File: config.mk
export PLATFORM = sky130hd
export DESIGN_NAME = vanilla_exe_bubble_profiler
export DESIGN_NICKNAME = d
export VERILOG_FILES = /design/src/rtl/vanilla_exe_bubble_profiler_pkg.sv /design/src/rtl/vanilla_bubble_cause_counters.sv /design/src/rtl/vanilla_exe_bubble_profiler.sv
export SDC_FILE = /design/constraint.sdc
export NUM_CORES = 2
export LEC_CHECK = 0
export BUFFER_PORTS_ARGS = -buffer_cell sky130_fd_sc_hd__buf_2
export CAP_MARGIN = 20
export CORE_ASPECT_RATIO = 1.5
export CORE_MARGIN = 2
export CORE_UTILIZATION = 35
export CTS_CLUSTER_SIZE = 12
export DETAILED_ROUTE_END_ITERATION = 10
export PLACE_DENSITY_LB_ADDON = 0.05
export SLEW_MARGIN = 0
export SYNTH_ARGS = -nofsm -noshare
export SYNTH_HDL_FRONTEND = slang
export SYNTH_SLANG_ARGS = --single-unit
export TNS_END_PERCENT = 20
File: constraint.sdc
create_clock -name clk_i -period 10.01 [get_ports clk_i]
set_input_delay 1.5015 -clock clk_i [delete_from_list [all_inputs] [get_ports clk_i]]
set_output_delay 1.5015 -clock clk_i [all_outputs]
set_load 0.02 [all_outputs]
File: src/rtl/vanilla_exe_bubble_profiler_pkg.sv
// rtl/vanilla_exe_bubble_profiler_pkg.sv - shared types and cause indices for the EXE bubble profiler
package vanilla_exe_bubble_profiler_pkg;

    typedef enum logic {
        e_dump_idle,
        e_dump_active
    } dump_state_e;

    // Canonical cause indices, kept in step with the trace printer
    localparam int e_cause_branch_miss       = 0;
    localparam int e_cause_jalr_miss         = 1;
    localparam int e_cause_icache_miss       = 2;
    localparam int e_cause_stall_depend_dram = 3;
    localparam int e_cause_stall_depend_long = 4;
    localparam int e_cause_stall_fence       = 5;
    localparam int e_cause_stall_md          = 6;
    localparam int e_cause_stall_fcsr        = 7;

endpackage

File: src/rtl/vanilla_bubble_cause_counters.sv
// rtl/vanilla_bubble_cause_counters.sv - per-cause saturating counters with valid/yumi dump port
module vanilla_bubble_cause_counters
    import vanilla_exe_bubble_profiler_pkg::*;
#(
    parameter int num_cause_p = 24,
    parameter int ctr_width_p = 32,
    localparam int cause_width_lp = $clog2(num_cause_p)
) (
    input  logic                      clk_i,
    input  logic                      reset_ni,
    input  logic                      inc_v_i,
    input  logic [cause_width_lp-1:0] inc_cause_i,
    input  logic                      dump_req_i,
    input  logic                      dump_clear_i,
    output logic                      dump_busy_o,
    output logic                      dump_v_o,
    output logic [cause_width_lp-1:0] dump_cause_o,
    output logic [ctr_width_p-1:0]    dump_count_o,
    input  logic                      dump_yumi_i
);

    dump_state_e               state_r, state_n;
    logic [cause_width_lp-1:0] idx_r, idx_n;
    logic                      clear_r, clear_n;
    logic [ctr_width_p-1:0]    ctr_w [num_cause_p];

    always_ff @(posedge clk_i or negedge reset_ni) begin
        if (!reset_ni) begin
            state_r <= e_dump_idle;
            idx_r   <= '0;
            clear_r <= 1'b0;
        end else begin
            state_r <= state_n;
            idx_r   <= idx_n;
            clear_r <= clear_n;
        end
    end

    always_comb begin
        state_n = state_r;
        idx_n   = idx_r;
        clear_n = clear_r;
        case (state_r)
            e_dump_idle: begin
                if (dump_req_i) begin
                    state_n = e_dump_active;
                    idx_n   = '0;
                    clear_n = dump_clear_i;
                end
            end
            e_dump_active: begin
                if (dump_yumi_i) begin
                    if (idx_r == cause_width_lp'(num_cause_p - 1)) begin
                        state_n = e_dump_idle;
                        idx_n   = '0;
                    end else begin
                        idx_n = idx_r + cause_width_lp'(1);
                    end
                end
            end
            default: state_n = e_dump_idle;
        endcase
    end

    for (genvar k = 0; k < num_cause_p; k++) begin : g_ctr
        logic                   inc_hit;
        logic                   clr_hit;
        logic [ctr_width_p-1:0] ctr_q;

        assign inc_hit  = inc_v_i && (inc_cause_i == cause_width_lp'(k));
        assign clr_hit  = dump_yumi_i && clear_r && (state_r == e_dump_active)
                          && (idx_r == cause_width_lp'(k));
        assign ctr_w[k] = ctr_q;

        // A clear that coincides with an increment keeps that one event
        always_ff @(posedge clk_i or negedge reset_ni) begin
            if (!reset_ni) begin
                ctr_q <= '0;
            end else if (clr_hit) begin
                ctr_q <= inc_hit ? ctr_width_p'(1) : '0;
            end else if (inc_hit && !(&ctr_q)) begin
                ctr_q <= ctr_q + ctr_width_p'(1);
            end
        end
    end

    assign dump_busy_o  = (state_r == e_dump_active);
    assign dump_v_o     = (state_r == e_dump_active);
    assign dump_cause_o = (state_r == e_dump_active) ? idx_r : '0;
    assign dump_count_o = (state_r == e_dump_active) ? ctr_w[idx_r] : '0;

endmodule

File: src/rtl/vanilla_exe_bubble_profiler.sv
// rtl/vanilla_exe_bubble_profiler.sv - two-stage EXE bubble classifier with per-cause counters
module vanilla_exe_bubble_profiler
    import vanilla_exe_bubble_profiler_pkg::*;
#(
    parameter int pc_width_p  = 32,
    parameter int num_cause_p = 24,
    parameter int ctr_width_p = 32,
    localparam int cause_width_lp = $clog2(num_cause_p)
) (
    input  logic                      clk_i,
    input  logic                      reset_ni,
    input  logic                      stall_all_i,
    input  logic                      exe_redirect_v_i,
    input  logic [cause_width_lp-1:0] exe_redirect_cause_i,
    input  logic [pc_width_p-1:0]     exe_pc_i,
    input  logic                      front_bubble_v_i,
    input  logic [cause_width_lp-1:0] front_bubble_cause_i,
    input  logic [pc_width_p-1:0]     front_bubble_pc_i,
    input  logic [num_cause_p-1:0]    id_stall_i,
    input  logic [pc_width_p-1:0]     id_pc_i,
    output logic                      exe_bubble_v_o,
    output logic [cause_width_lp-1:0] exe_bubble_cause_o,
    output logic [pc_width_p-1:0]     exe_bubble_pc_o,
    input  logic                      dump_req_i,
    input  logic                      dump_clear_i,
    output logic                      dump_busy_o,
    output logic                      dump_v_o,
    output logic [cause_width_lp-1:0] dump_cause_o,
    output logic [ctr_width_p-1:0]    dump_count_o,
    input  logic                      dump_yumi_i
);

    typedef struct packed {
        logic                      v;
        logic [cause_width_lp-1:0] cause;
        logic [pc_width_p-1:0]     pc;
    } bubble_info_s;

    bubble_info_s              id_r, id_n, exe_r, exe_n;
    logic [cause_width_lp-1:0] stall_cause;

    // Descending scan so the lowest set stall bit is the one left standing
    always_comb begin
        stall_cause = '0;
        for (int k = num_cause_p - 1; k >= 0; k--) begin
            if (id_stall_i[k]) stall_cause = cause_width_lp'(k);
        end
    end

    always_comb begin
        id_n  = '0;
        exe_n = '0;
        if (exe_redirect_v_i) begin
            id_n = '{v: 1'b1, cause: exe_redirect_cause_i, pc: exe_pc_i};
        end else if (front_bubble_v_i) begin
            id_n = '{v: 1'b1, cause: front_bubble_cause_i, pc: front_bubble_pc_i};
        end
        if (exe_redirect_v_i) begin
            exe_n = '{v: 1'b1, cause: exe_redirect_cause_i, pc: exe_pc_i};
        end else if (id_r.v) begin
            exe_n = id_r;
        end else if (|id_stall_i) begin
            exe_n = '{v: 1'b1, cause: stall_cause, pc: id_pc_i};
        end
    end

    always_ff @(posedge clk_i or negedge reset_ni) begin
        if (!reset_ni) begin
            id_r  <= '0;
            exe_r <= '0;
        end else if (!stall_all_i) begin
            id_r  <= id_n;
            exe_r <= exe_n;
        end
    end

    assign exe_bubble_v_o     = exe_r.v;
    assign exe_bubble_cause_o = exe_r.cause;
    assign exe_bubble_pc_o    = exe_r.pc;

    vanilla_bubble_cause_counters #(
        .num_cause_p(num_cause_p),
        .ctr_width_p(ctr_width_p)
    ) counters (
        .clk_i       (clk_i),
        .reset_ni    (reset_ni),
        .inc_v_i     (exe_r.v && !stall_all_i),
        .inc_cause_i (exe_r.cause),
        .dump_req_i  (dump_req_i),
        .dump_clear_i(dump_clear_i),
        .dump_busy_o (dump_busy_o),
        .dump_v_o    (dump_v_o),
        .dump_cause_o(dump_cause_o),
        .dump_count_o(dump_count_o),
        .dump_yumi_i (dump_yumi_i)
    );

endmodule

==> results.toml <==
[clock_network]
cts.htree.levels = 3
cts_hold_buf = 0
cts_buffer_depth = 3
cts_setup_buffers = 0
cts_made_buffers = 98
clk_latency_ps = 740
cts.sinks = 851
cts_tree = "yes"
path_clk_slew_ps = 60
root_buffer = "clkbuf_16"
cts-resized-gates = 0

[timing]
slew-limit-headroom_pct = 17.4
skew_ps = 25.5
fin_hold_ws_ps = 480
rsz0062_at_grt = "no"
finalSetupViolCount = 0
period_share_pct = 57.3
fin_setup_tns_ps = 0
hold_viol_final = 0
period_needed_ps = 5740
fmax_mhz = 174
report.final.slew_viol_count = 0
worst_pin_slew_ps = 1240

[synth]
synthTopCellsByCount = "dfrtp_1 (851), nor2_1 (689), nand2_1 (420)"
yosys_warnings = 0
synth_most_common_cell = "dfrtp_1"
ys.flop_type = "dfrtp_1"
synth-xor-area-share_pct = 9.47
muxShareOfSynthArea_pct = 10.8
yosys_register_bits = 851
synthesis.area_sq_mm = 0.0517
synth_edf_count = 0
synth_area_leaders = "dfrtp_1 (41%), mux4_2 (9.8%), xnor2_1 (5.2%), nor2_1 (5.0%), xor2_1 (4.2%)"
synthCells = 5412
ys_seq_area_share_pct = 41.2
async_flop_share_pct = 100
synth_area_per_cell_sq_um = 9.55
synth_top_family_by_area = "simple AND/OR/NAND/NOR gates"
synth_compound_area_share_pct = 8.33
synth_fa_ha_area_share_pct = 0.702
synth_top_area_share_pct = 41.2
ys_types = 93
yosys.area_share.simple_pct = 26.4
yosysTopAreaCell = "dfrtp_1"
syn-num-nets = 5579

[setup_path]
crit_type = "flop to output pin"
critPathLaunchType = "flop"
ff2ff_path_depth = 9
cp.arrival_ps = 4240
crit_path_max_fanout = 95
end_kind = "output pin"
cp_data_required_time_ps = 8510

[routing]
first_pass_iters = 5
wl_per_cell_microns = 27.9
viasPerCell = 5.90
drt-initial-drc-count = 3459
drtAntennaViolNets = 0
drt_wl_total_microns = 210000
drc = 0
vias = 44400

[power_and_ir_drop]
p_total_mw = 9.61
ir_drop_mv = 0.141
power_leakage_nw = 23.5
power_density_mw_per_mm2 = 165

[layout]
multiInputGateArea_sq_mm = 0.0289
utilization_pct = 39.7
nFillCells = 14700
final_cell_area_sq_mm = 0.0582
area_growth_pct = 12.6
nets = 5684
drive_above_1_share_pct = 13.8
regArea_sq_mm = 0.0213

[global_route]
grt-ovfl-total = 0
grt_antenna_before_repair = 26
grt_pass1_wl_microns = 309000
track_usage_pct = 27.7
grt_pass1_vias = 44600
grt_max_degree = 153

[placement]
placed_area_sq_mm = 0.0548
port_buffers = 214
hpwl_microns = 160000
place_congestion = 0.962

[run_status]
status = "complete, no violations"

[floorplanning]
row_count = 172
core_sq_mm = 0.147
start_util_pct = 35.3
die_x_microns = 318
die_y_microns = 475
io_pins = 215
die_area_sq_mm = 0.151

[min_path]
hold_depth = 2
hold_class = "flop to flop"

[flow_run]
cap_violations = 0
## worst max-delay path, cell delays in order (launching register included)
cell,delay (ps)
dfrtp_4,1010
buf_12,500
mux4_2,740
mux4_2,610
inv_1,100
o22ai_1,130
buf_2,210
## layout make-up
cell class              count  area share, %
clock inverters            34          0.718
inverters                 128          0.826
repair buffers            292           2.99
diodes                     13         0.0559
clock buffers             149           5.08
well taps                1914           4.11
multi-input cells        4146           49.6
flip-flops and latches    851           36.6
## routing by layer
layer	part of all wire (%)	GRT usage (%)	routed length, microns	vias to the layer above
met2	50	48.5	105000	1410
met4	7.2	17.9	15100	20
met5	0.053	0	112	-
li1	-	-	-	20100
met1	38	31.8	79400	22500
met3	5.0	3.68	10500	421
## per-stage QoR
step | instances | worst slack [ps]
6_report | 7527 | 4270
3_5_place_dp | 7329 | 5010
5_1_grt | 7518 | 4180
3_3_place_gp | 7327 | 4970
4_1_cts | 7512 | 4260
2_1_floorplan | 5412 | 6100
## power by group
part | switching (mW) | total, mW | internal, mW
logic | 1.06 | 1.75 | 0.687
clock network | 1.62 | 3.86 | 2.24
registers | 0.394 | 4.00 | 3.61
total | 3.07 | 9.61 | 6.54
## sequential cells by signal, summed over array words and instances, names as in the netlist
name / cells
counters.g_ctr.ctr_q: 768
id_r: 38
exe_bubble_pc_o: 32
counters.idx_r: 5
exe_bubble_cause_o: 5
counters.clear_r: 1
counters.dump_busy_o: 1
exe_bubble_v_o: 1
## worst paths after layout
path                                           from                      endpoint  slack (ps)
min in group asynchronous                  reset_ni  counters.g_ctr[21].ctr_q[16]         800
worst min-delay path            exe_bubble_pc_o[17]           exe_bubble_pc_o[17]         480
worst max register to register    counters.idx_r[0]  counters.g_ctr[15].ctr_q[23]        5140
worst min register to register  exe_bubble_pc_o[17]           exe_bubble_pc_o[17]         480
worst max-delay path              counters.idx_r[1]               dump_count_o[5]        4270
max in group asynchronous                  reset_ni             counters.idx_r[2]        7080
## placed cells by master, fill, tap and decap left out, drive strengths merged, types with 23 or more instances in the layout
master and n:
ha 29, a22oi 37, nand3 321, nand4 242
o21ai 194, or3 136, nor3 205, a21oi 163
xnor2 309, clkbuf 149, a221oi 34, o31ai 49
and3 126, o22ai 37, nand2 421, nor4 132
and4 90, buf 291, mux4 224, dfrtp 851
nor4b 23, a211oi 34, mux2i 49, inv 131
nor2b 48, xor2 250, or4 34, and2 49
nor2 689
## cell families after synthesis
group / Yosys count
XOR/XNOR: 559
flip-flops: 851
adder cells (fa/ha/maj): 29
buffers and inverters: 415
AO/OA/AOI/OAI: 668
AND/OR/NAND/NOR: 2614
multiplexers: 276
Note: power is estimated with default switching activity, not from simulation.
